===== src/rtl/fetch_unit.sv =====
// Instruction-fetch requester: owns the PC, issues reads to instruction memory
// and hands fetched words to IF/ID through a valid/stall handshake with a one-word skid buffer.
module fetch_unit #(
  parameter logic [31:0] PC_INIT   = 32'h0000_0000,
  parameter logic [31:0] HALT_WORD = 32'hFFFF_FFFF
) (
  input  logic        CLK,
  input  logic        nRST,
  input  logic        ihit,
  input  logic [31:0] imemload,
  output logic        iREN,
  output logic [31:0] imemaddr,
  input  logic        stall,
  input  logic        redirect_en,
  input  logic [31:0] redirect_pc,
  output logic        instr_valid,
  output logic [31:0] instr_out,
  output logic [31:0] pc_out,
  output logic [31:0] npc_out,
  output logic        halted,
  output logic [31:0] fetch_count
);

  // state | meaning
  // FETCH | reading memory at PC, words go to the output or the skid buffer
  // HOLD  | skid buffer full, waiting for downstream to take it
  // HALT  | halt word fetched, PC frozen until redirect or reset
  typedef enum logic [1:0] {
    FETCH = 2'd0,
    HOLD  = 2'd1,
    HALT  = 2'd2
  } state_e;

  state_e      state_q, state_d;
  logic [31:0] pc_q, pc_d;
  logic        valid_q, valid_d;
  logic [31:0] instr_q, instr_d;
  logic [31:0] pc_out_q, pc_out_d;
  logic [31:0] buf_q, buf_d;
  logic [31:0] buf_pc_q, buf_pc_d;
  logic [31:0] count_q, count_d;
  logic        ready;
  logic        is_halt;

  always_ff @(posedge CLK) begin
    if (!nRST) begin
      state_q  <= FETCH;
      pc_q     <= PC_INIT;
      valid_q  <= 1'b0;
      instr_q  <= 32'h0;
      pc_out_q <= 32'h0;
      buf_q    <= 32'h0;
      buf_pc_q <= 32'h0;
      count_q  <= 32'h0;
    end else begin
      state_q  <= state_d;
      pc_q     <= pc_d;
      valid_q  <= valid_d;
      instr_q  <= instr_d;
      pc_out_q <= pc_out_d;
      buf_q    <= buf_d;
      buf_pc_q <= buf_pc_d;
      count_q  <= count_d;
    end
  end

  always_comb begin
    state_d  = state_q;
    pc_d     = pc_q;
    valid_d  = valid_q;
    instr_d  = instr_q;
    pc_out_d = pc_out_q;
    buf_d    = buf_q;
    buf_pc_d = buf_pc_q;
    count_d  = count_q;
    iREN     = 1'b0;
    ready    = !stall || !valid_q;
    is_halt  = (imemload == HALT_WORD);

    case (state_q)
      FETCH: begin
        iREN = 1'b1;
        if (ihit) begin
          count_d = count_q + 32'd1;
          // The halt word is delivered but the PC stays on it
          if (!is_halt) pc_d = pc_q + 32'd4;
          if (ready) begin
            instr_d  = imemload;
            pc_out_d = pc_q;
            valid_d  = 1'b1;
            state_d  = is_halt ? HALT : FETCH;
          end else begin
            buf_d    = imemload;
            buf_pc_d = pc_q;
            state_d  = HOLD;
          end
        end else if (ready) begin
          valid_d = 1'b0;
        end
      end
      HOLD: begin
        if (ready) begin
          instr_d  = buf_q;
          pc_out_d = buf_pc_q;
          valid_d  = 1'b1;
          state_d  = (buf_q == HALT_WORD) ? HALT : FETCH;
        end
      end
      HALT: begin
        if (ready) valid_d = 1'b0;
      end
      default: state_d = FETCH;
    endcase

    // A redirect discards anything fetched this cycle, including a same-cycle hit
    if (redirect_en) begin
      state_d  = FETCH;
      pc_d     = {redirect_pc[31:2], 2'b00};
      valid_d  = 1'b0;
      instr_d  = instr_q;
      pc_out_d = pc_out_q;
      buf_d    = 32'h0;
      buf_pc_d = 32'h0;
      count_d  = count_q;
    end
  end

  assign imemaddr    = pc_q;
  assign instr_valid = valid_q;
  assign instr_out   = instr_q;
  assign pc_out      = pc_out_q;
  assign npc_out     = pc_out_q + 32'd4;
  assign halted      = (state_q == HALT);
  assign fetch_count = count_q;

endmodule


===== config.mk =====
export PLATFORM = sky130hd
export DESIGN_NAME = fetch_unit
export DESIGN_NICKNAME = d
export VERILOG_FILES = /design/src/rtl/fetch_unit.sv
export SDC_FILE = /design/constraint.sdc
export NUM_CORES = 1
export LEC_CHECK = 0
export BUFFER_PORTS_ARGS = -buffer_cell sky130_fd_sc_hd__buf_2
export CAP_MARGIN = 20
export CORE_ASPECT_RATIO = 0.9
export CORE_MARGIN = 2
export CORE_UTILIZATION = 35
export CTS_CLUSTER_DIAMETER = 30
export CTS_CLUSTER_SIZE = 20
export DETAILED_ROUTE_END_ITERATION = 6
export PLACE_DENSITY_LB_ADDON = 0.1
export SLEW_MARGIN = 25
export SYNTH_ARGS = -nofsm -noshare
export SYNTH_HDL_FRONTEND = slang
export SYNTH_SLANG_ARGS = --single-unit

===== constraint.sdc =====
create_clock -name CLK -period 4.14 [get_ports CLK]
set_input_delay 0.207 -clock CLK [delete_from_list [all_inputs] [get_ports CLK]]
set_output_delay 0.207 -clock CLK [all_outputs]
set_load 0.02 [all_outputs]

Yosys cells after proc, flatten, opt, wreduce, memory -nomap -nowiden
Cells that the tools add are included.

Register bits: 195. Input port bits: 69. Output and inout bits: 163. Logic and storage cells: 63.

$add $sub $neg: 3. Equality and inequality tests: 8. Muxes and demuxes: 23. Bitwise gates (word level): 5. Reductions and logical operators: 15.

Operator list (number): $mux W32 (10); $pmux W32 S2 (2); $add A32 B3 Y32 const B (2); $eq A32 B32 Y1 const B (2); $add A32 B1 Y32 const B (1); $reduce_and A3 Y1 (5); $mux W2 (5); $ne A2 B2 Y1 const B (4); $pmux W2 S3 (1); $reduce_bool A2 Y1 (3); $not A1 Y1 (5); $reduce_and A5 Y1 (1); $mux W1 (4); $pmux W1 S3 (1); $reduce_bool A3 Y1 (1); $eq A2 B1 Y1 const B (1); $eq A2 B2 Y1 const B (1); $logic_not A1 Y1 (2); $logic_not A2 Y1 (1); $reduce_or A2 Y1 (1); $logic_or A1 B1 Y1 (1).

Logic depth before layout (Yosys ltp)
Gate-level depths: netlist of the first run.

Word-level depth: 5. Depth in mapped cells: 9.

Least setup slack after synthesis of the first run
OpenSTA, ideal clock, no wires.

Kind: register to output. Start: register pc_out_q[2], in the netlist pc_out[2]. End: output npc_out[28]. Arrival: 1.985 ns. Slack: 1.948 ns. Stages on the path, launching flop included: 7. Path through: dfxtp_1 ha_1 and2_1 nand4_1 nor3_1 nand3_1 xnor2_1.

Word-level cells in the longest chain between the ends: 1.

Ends and longest elaborated chain: start, declared (line 38) `logic [31:0] pc_out_q, pc_out_d;`; start signal, assigned (line 60) `pc_out_q <= pc_out_d;`; $add A32 B3 Y32 (line 132) `assign npc_out = pc_out_q + 32'd4;`; end, declared (line 19) `output logic [31:0] npc_out,`.

No other way between the ends.

Final worst setup path of the first run
Start: register pc_out_q[2], in the netlist pc_out[2]. End: output npc_out[30].

The elaborated chain is that of the path after synthesis.

==> key figures, run 1 <==
Setup path
  • CP max FO: 5
  • FF-to-FF setup slack: around 1.4 ns
  • Critical path's largest stage delay: just over 0.6 ns
  • WS Path Type: flop to primary output
  • Worst Path Arrival: 2.64 ns
  • Crit path launch type: flop
  • CP top delay family: simple AND/OR/NAND/NOR gates
  • Crit path from: pc_out[2]
  • Number of buffers and inverters on the critical path: 1
  • Crit-path slowest cell: nor3_1
  • FF-to-FF Start: state_q[1]
  • Endpoint class of the critical path: primary output
  • Critical Path Sink: npc_out[30]
  • Worst EP required: 3.93 ns
  • R2r endpoint: pc_out[19]
  • CP Depth: 7
  • Cell chain of the critical path: ha_1, and2_1, nand4_1, nor3_1, nand3_1, xnor2_1, buf_2
  • Worst Reg2Reg Path Length in Cells: 7

Logic synthesis
  • Syn_area_per_cell: slightly above 8 um2
  • Synthesis-stage register bit count: between 150 and 200
  • EDFF count, synth: 0
  • Syn Std Cell Area: roughly 9000 um2
  • Post-Synthesis Cells: about 1100
  • Primary FF master, synth: dfxtp_1
  • Seq/Total Area, Yosys: 41.85%
  • Yosys cell types: between 50 and 60
  • Async set-reset flop share out of synthesis: 0%
  • Yosys warnings: 0

Run
  • Max cap viols: 0

Layout
  • Layout area overhead: 21.33%
  • Layout cell share with drive strength beyond 1: ~22%
  • Most common cell after layout, fill and taps aside: buf_2
  • Nets: 1349
  • Commonest non-fill, non-tap cells in the layout: 223 x buf_2, 189 x dfxtp_1, 180 x nand2_1
  • Fill cell count: about 2600

STA
  • Hold WS: between 0.02 and 0.03 ns
  • Sum Neg Setup Slack: 0 ns
  • Fin crit share: slightly below 70%
  • Final Max Tran Viols: 0
  • Final Hold Fails: 0
  • Worst Skew: 0.01310 ns
  • RSZ-0062 raised after global routing: false
  • Slew Limit Headroom: 41.66%
  • Max Clk Rate: 0.3510 GHz
  • Worst-Margin Slew: about 0.88 ns
  • Fin crit period: ~2.8 ns
  • Setup violators final: 0

Power
  • Net switching power: between 0.001 and 0.0015 W
  • Power share of the clock group: 39.9%
  • PD cells: 376.7 nW/um2
  • Flop pwr share: between 40% and 50%
  • Leak: a little over 4 nW
  • Switching share of power: 29.19%
  • Comb power frac: roughly an eighth
  • VDD IR max: ~0.25 mV
  • Internal power: ~0.0029 W

Floorplanning
  • Die X: 173.4 um
  • Die height: roughly 160 um
  • Core footprint: ~25000 um2
  • Die footprint: ~27000 um2
  • Initial Utilization: a little over a third
  • I/O pin cnt: roughly 230
  • Row count: 55

Outcome
  • Status: finished, final reports clean

Global route
  • Vias in the first global route: roughly 7600
  • Largest net degree at the start of global routing: between 90 and 100
  • Gr usage total: between 20 and 25%
  • Gr ovfl total: 0
  • First-pass GRT wire length: roughly 43 mm
  • Antenna violations before repair: 3

Clocking
  • CTS Hold Buffers Added: 0
  • Post-CTS sizing: 0
  • Worst-Skew Late Latency: between 0.4 and 0.5 ns
  • Htree depth: 4
  • Sink Count: 189
  • Total CTS buffers: 17
  • CTS max path bufs: 2
  • Clock-pin slew on the worst setup and hold paths: ~0.080 ns
  • CTS tree: done
  • Post-CTS setup buffer count: 0
  • Root buffer cell: clkbuf_16

Worst hold path
  • Hold WC Path Type: input pin to flop
  • Hold_sp: imemload[25]

Route
  • Vias: 8299
  • Top layer in use: met5
  • Routed len/inst: 16.72 um
  • DRT iter0 DRCs: between 400 and 500
  • First drt pass iteration count: 4
  • ANT nets after route: 0
  • WL met2: around 12 mm
  • Via/cell ratio: 5.091
  • Routed wl met3: about 1.4 mm
  • DRC violations left: 0
  • Final wirelength: 27.25 mm
  • Met1 WL: 13.27 mm

Placement
  • Final GP Congestion: 0.7975
  • Port Buf Inserts: about 220
  • Post-DP HPWL: ~19 mm
## synth_stat cells, drive strengths merged, types with 9 or more instances
master / count / area share, %
dfxtp: 189 / 42
nand4: 43 / 3.0
a211oi: 60 / 5.0
and2: 14 / 0.97
or3: 11 / 0.76
o211ai: 10 / 0.83
a21oi: 83 / 4.6
nand3: 33 / 2.0
and3: 19 / 1.3
o21ai: 38 / 2.1
nor2: 98 / 4.1
nand2: 181 / 7.5
xnor2: 33 / 3.2
mux2i: 55 / 6.1
inv: 16 / 0.66
xor2: 27 / 2.6
nor3: 9 / 0.50
clkbuf: 54 / 2.2
buf: 26 / 1.8
and4: 11 / 1.1
or4: 9 / 0.79
## cell families after synthesis
logic type                 after synthesis  share of synthesized area (%)
other                                    1                        0.04148
buffers and inverters                   97                          4.761
xor gates and xnor gates                60                          5.813
muxes                                   55                          6.090
AOI/OAI and AO/OA                      240                          16.93
and+or+nand+nor                        445                          23.54
adders and majority gates                7                         0.9688
DFF                                    189                          41.85
## metrics by stage
stage | power, W | worst slack, ns | utilization, % | cell area (um2) | cells
after detailed placement | 0.002532 | 1.376 | 41.11 | 10380 | 1596
after CTS | 0.004187 | 1.254 | 43.41 | 10960 | 1628
final | 0.004132 | 1.291 | 43.43 | 10970 | 1630
after global placement | 0.002529 | 1.437 | 41.10 | 10380 | 1596
after floorplan | 0.002325 | 1.948 | - | 9059 | 1099
after global routing | 0.004315 | 0.9989 | 43.41 | 10960 | 1628
## power groups by stage
stage,Sequential [W],Combinational (W),Clock [W]
CTS,0.00198,0.000517,0.00170
floorplan,0.00207,0.000257,0
global route,0.00199,0.000561,0.00177
finish,0.00198,0.000509,0.00165
detailed placement,0.00202,0.000515,0
global placement,0.00202,0.000513,0
## flip-flops by register name, summed over array words and instances (netlist names), named ones only
| register | cells |
|---|---|
| state_q | 2 |
| instr_out | 32 |
| imemaddr | 30 |
| buf_pc_q | 30 |
| fetch_count | 32 |
| pc_out | 30 |
| buf_q | 32 |
## worst min path at each step
| stage | slack (ns) | cells past startpoint | end |
|---|---|---|---|
| detailed placement | 0.45 | 2 | buf_pc_q[21] |
| global placement | 0.44 | 2 | buf_pc_q[13] |
| floorplan | 0.34 | 2 | buf_q[14] |
| global route | 0.02 | 3 | buf_q[20] |
| finish | 0.03 | 3 | buf_q[25] |
| CTS | 0.008 | 3 | buf_q[25] |
## layout make-up
class                   count  area (um2)  share of cell area (%)
diodes                      2       5.005                 0.04563
clock buffers              20       446.7                   4.073
clock inverters            12       132.6                   1.209
inverters                  17       65.06                  0.5932
multi-input cells         813        4885                   44.54
flip-flops and latches    189        3784                   34.50
well taps                 342       427.9                   3.901
repair buffers            235        1222                   11.15
## per-layer routing
| metal | vias up | GRT usage (%) |
|---|---|---|
| li1 | 4237 | - |
| met1 | 3844 | 27.94 |
| met2 | 194 | 31.85 |
| met3 | 22 | 3.984 |
| met4 | 2 | 5.529 |
| met5 | - | 0 |
## worst min-delay path, delay by kind of cell
kind,cells,cell delay (ns)
AOI/OAI and AO/OA,1,0.05
buffers and inverters,1,0.11
and+or+nand+nor,1,0.05
(Power assumes the default switching activity.)
==> run 2: changes to the inputs <==
- clock period: 4.14 -> 2.6 ns (I/O delays scaled with it)
==> key figures, run 2 (synthesized netlist as in run 1, its figures left out) <==
Clocking
  • Htree depth: 4
  • Worst-Skew Late Latency: between 0.4 and 0.5 ns
  • Root buffer cell: clkbuf_16
  • Clock-pin slew on the worst setup and hold paths: roughly 0.070 ns
  • Post-CTS setup buffer count: 0
  • Total CTS buffers: 17
  • CTS max path bufs: 2
  • CTS tree: done
  • Sink Count: around 190

Worst hold path
  • Hold path depth: 4
  • Worst hold endpoint: imemaddr[26]
  • Hold WC Path Type: input pin to flop
  • Hold_sp: redirect_pc[26]

Global route
  • First-pass GRT wire length: around 44 mm
  • Antenna violations before repair: 2
  • Vias in the first global route: a little under 8000
  • Largest net degree at the start of global routing: 75
  • Gr ovfl total: 0
  • Gr usage total: 20.17%

Route
  • ANT nets after route: 0
  • Final wirelength: 27.59 mm
  • DRT iter0 DRCs: about 440
  • DRC violations left: 0
  • First drt pass iteration count: 5
  • Vias: 8587
  • Via/cell ratio: around 5.0
  • Routed len/inst: around 16 um

Layout
  • Layout area overhead: 30.16%
  • Final Instance Count excl. Fillers: about 1700
  • Commonest non-fill, non-tap cells in the layout: 223 x buf_2, 189 x dfxtp_1, 180 x nand2_1
  • Layout cell share with drive strength beyond 1: 23.15%
  • Most common cell after layout, fill and taps aside: buf_2
  • Util after Layout: 46.59%
  • Nets: 1428

STA
  • Setup violators final: 0
  • Sum Neg Setup Slack: 0 ns
  • Fin crit period: 2.357 ns
  • Worst Skew: about 0.012 ns
  • Worst-Margin Slew: around 0.59 ns
  • Max Clk Rate: roughly 0.42 GHz
  • Slew Limit Headroom: between 50% and 60%
  • Final Hold Fails: 0
  • Fin crit share: between 90% and 100%
  • Final Max Tran Viols: 0
  • RSZ-0062 raised after global routing: false
  • PnR worst setup slack: between 0.2 and 0.25 ns

Placement
  • Dpl cells: ~1600
  • Final GP Congestion: about 0.8
  • Port Buf Inserts: between 200 and 250
  • Post-DP HPWL: 19.52 mm
  • DP Worst Slack: about 0.44 ns

Floorplanning
  • Die height: between 150 and 200 um
  • Die X: approximately 170 um
  • Die footprint: about 27000 um2
  • Initial Utilization: a little over a third
  • I/O pin cnt: between 200 and 250
  • Core footprint: about 25000 um2
  • Row count: 55

Setup path
  • FF-to-FF setup slack: 0.43 ns
  • Worst Path Arrival: around 2.2 ns
  • Worst EP required: about 2.5 ns
  • WS Path Type: flop to primary output
  • R2r endpoint: pc_out[18]
  • CP top delay family: simple AND/OR/NAND/NOR gates
  • Crit-path slowest cell: dfxtp_1
  • Critical path's largest stage delay: 0.39 ns
  • FF-to-FF Start: state_q[0]
  • CP max FO: 5
  • Endpoint class of the critical path: primary output
  • Number of buffers and inverters on the critical path: 2
  • Worst Reg2Reg Path Length in Cells: 8
  • Crit path launch type: flop
  • Cell chain of the critical path: ha_1, and2_2, nand4_1, nor3_1, buf_4, nand3_1, xnor2_1, buf_2

Outcome
  • Status: finished, final reports clean

Power
  • VDD IR max: between 0.2 and 0.3 mV
  • Post-layout power: ~0.0068 W
  • Leak: 4.570 nW
  • PD cells: between 500 and 600 nW/um2

Run
  • Max cap viols: 0
==> run 2: worst register-to-register path, stage by stage (launching register included) <==
cell	delay, ns
dfxtp_1	0.40
inv_1	0.10
ha_1	0.28
nand2b_1	0.20
a221oi_4	0.38
buf_12	0.23
buf_12	0.23
nor2_1	0.07
a211oi_1	0.20
==> run 2: worst max-delay path by stage <==
stage,to,startpoint,slack (ns),depth (start not counted)
2_1_floorplan,npc_out[28],pc_out[2],0.48,6
3_3_place_gp,fetch_count[27],state_q[1],0.45,7
3_5_place_dp,fetch_count[27],state_q[1],0.44,7
4_1_cts,npc_out[25],pc_out[5],0.12,6
5_1_grt,npc_out[28],pc_out[2],0.03,8
6_report,npc_out[30],pc_out[2],0.24,8
==> run 2: area by class of cell <==
class                   instances  area [um2]
well taps                     342       427.9
flip-flops and latches        189        3784
multi-input cells             813        4897
clock inverters                11       155.1
repair buffers                314        1974
inverters                      17       65.06
fillers                      2560       13490
clock buffers                  21       460.4
diodes                          1       2.502
==> run 2: repair_timing <==
item | CTS | global route
hold buffers | 45 | 0
endpoints found under the setup margin | 2 | 5
pin swaps | 0 | 1
endpoints found under the hold margin | 46 | 0
gates resized for setup | 1 | 2
==> run 2: power breakdown <==
group          internal (W)  leakage (nW)  switching, W
clock network       0.00158         0.299       0.00118
logic              0.000363          2.73      0.000576
registers           0.00300          1.54      0.000111
==> run 2: metal layers <==
metal	GRT usage (%)	routed length [um]
met1	27.82	13280
met5	0	7
met4	6.053	415
met2	32.29	12520
met3	3.547	1363
==> run 2: per-stage QoR <==
stage,cell area (um2),hold slack [ns]
floorplan,9059,0.2660
global placement,10690,0.3991
detailed placement,10690,0.4013
CTS,11760,0.002201
global route,11770,0.02338
finish,11770,0.01294
==> run 3: changes to the inputs <==
- GPL_TIMING_DRIVEN: not set -> 0
- SLEW_MARGIN: 25 -> 20
- clock period: 2.6 -> 2.88 ns (I/O delays scaled with it)
==> key figures, run 3 (synthesized netlist as in run 1, its figures left out) <==
STA
  • Worst-Margin Slew: approximately 0.87 ns
  • Setup violators final: 0
  • Max Clk Rate: 0.3802 GHz
  • Sum Neg Setup Slack: 0 ns
  • Worst Skew: between 0.01 and 0.015 ns
  • Hold WS: 0.01137 ns
  • Slew Limit Headroom: a little over two fifths
  • Fin crit share: 91.33%
  • Final Max Tran Viols: 0
  • Fin crit period: ~2.6 ns
  • Final Hold Fails: 0
  • RSZ-0062 raised after global routing: false

Worst hold path
  • Hold WC Path Type: input pin to flop

Clocking
  • Root buffer cell: clkbuf_16
  • Sink Count: about 190
  • Post-CTS setup buffer count: 0
  • CTS max path bufs: 2
  • Worst-Skew Late Latency: 0.44 ns
  • Total CTS buffers: 17
  • Clock-pin slew on the worst setup and hold paths: 0.08 ns
  • CTS tree: done
  • Htree depth: 4

Global route
  • Vias in the first global route: roughly 8200
  • Gr ovfl total: 0
  • Largest net degree at the start of global routing: 18
  • Gr usage total: a little over a fifth
  • First-pass GRT wire length: between 40 and 50 mm
  • Antenna violations before repair: 2

Layout
  • Layout area overhead: 28.04%
  • Layout cell share with drive strength beyond 1: between 20% and 30%
  • Nets: between 1000 and 1500
  • Most common cell after layout, fill and taps aside: buf_2
  • Commonest non-fill, non-tap cells in the layout: 233 x buf_2, 189 x dfxtp_1, 181 x nand2_1

Power
  • Post-layout power: between 0.005 and 0.006 W
  • Leak: about 4.4 nW
  • Internal power: between 0.004 and 0.005 W
  • Flop pwr share: 47.5%
  • Net switching power: 0.001774 W
  • Switching share of power: 29.73%
  • VDD IR max: 0.2810 mV
  • PD cells: between 500 and 600 nW/um2
  • Comb power frac: roughly 14%
  • Power share of the clock group: a little under 40%

Route
  • DRC violations left: 0
  • ANT nets after route: 0
  • Final wirelength: around 30 mm
  • First drt pass iteration count: 5
  • Vias: between 8000 and 9000
  • DRT iter0 DRCs: around 500
  • Via/cell ratio: 5.142
  • Routed len/inst: around 17 um

Floorplanning
  • I/O pin cnt: approximately 230
  • Core footprint: between 20000 and 30000 um2
  • Initial Utilization: a little over a third
  • Die footprint: around 27000 um2
  • Die X: around 170 um
  • Die height: ~160 um
  • Row count: 55

Setup path
  • WS Path Type: flop to primary output
  • Crit path launch type: flop
  • Worst EP required: ~2.7 ns
  • CP max FO: 7
  • Worst Path Arrival: approximately 2.5 ns
  • Endpoint class of the critical path: primary output
  • FF-to-FF setup slack: 0.38 ns

Run
  • Max cap viols: 0

Placement
  • Post-DP HPWL: roughly 22 mm
  • Port Buf Inserts: about 220
  • Final GP Congestion: 0.8558

Outcome
  • Status: finished, final reports clean
## run 3: cell types whose count changed in the layout (fill, tap and decap cells not counted), moves of 3 or more
| cell | change |
|---|---|
| clkbuf_1 | +53 |
| buf_4 | -30 |
| buf_2 | +10 |
| dlygate4sd3_1 | -6 |
| buf_12 | -5 |
| clkinvlp_4 | +4 |
| buf_1 | +3 |
| bufinv_16 | -3 |
| inv_8 | +3 |
## run 3: timing repair
action | in CTS | in global routing
hold buffers | 39 | 0
endpoints found under the setup margin | 0 | 47
endpoints found under the hold margin | 39 | 0
resized for setup | 0 | 2
## run 3: cell type report
cell class,count,area (um2)
flip-flops and latches,189,3784
clock inverters,12,106.4
plain buffers,80,366.6
repair buffers,262,1509
well taps,342,427.9
clock buffers,20,456.7
fillers,2620,13680
diodes,1,2.502
inverters,17,63.81
multi-input cells,813,4858
## run 3: worst paths after layout
path                                      start           end  cells after the start
worst max-delay path                  pc_out[5]   npc_out[31]                      6
worst min-delay path            redirect_pc[26]  imemaddr[26]                      4
worst max register to register       state_q[0]      buf_q[0]                      8
worst min register to register     buf_pc_q[24]  buf_pc_q[24]                      2
## run 3: power by group through the flow
stage	Combinational, W	Sequential (W)	Clock [W]
global placement	0.000787	0.00289	0
global route	0.000905	0.00285	0.00245
detailed placement	0.000791	0.00289	0
floorplan	0.000369	0.00297	0
CTS	0.000834	0.00283	0.00235
finish	0.000831	0.00283	0.00230
## run 3: worst max-delay path: stages (launching register included)
cell and delay, ns:
dfxtp_1 0.47, and4_1 0.29, nand4_1 0.24, nor3_1 0.52
nand4_1 0.19, xnor2_1 0.16, buf_2 0.18
## run 3: routing by layer
layer	up-vias	track usage (%)	wire length (um)
li1	4462	-	-
met2	261	35.22	13870
met1	4181	29.84	14380
met3	23	4.227	1614
met4	0	5.690	367
met5	-	0	0
## run 3: stage by stage
step                      util, %  worst slack (ns)  std cells  instance area (um2)
after floorplan                 -            0.7509       1099                 9059
after global placement      41.96           -0.4226       1663                10600
after detailed placement    42.02            0.1018       1664                10610
after CTS                   45.79           0.07143       1735                11560
after global routing        45.83           0.03533       1736                11570
final                       45.83            0.2498       1736                11570
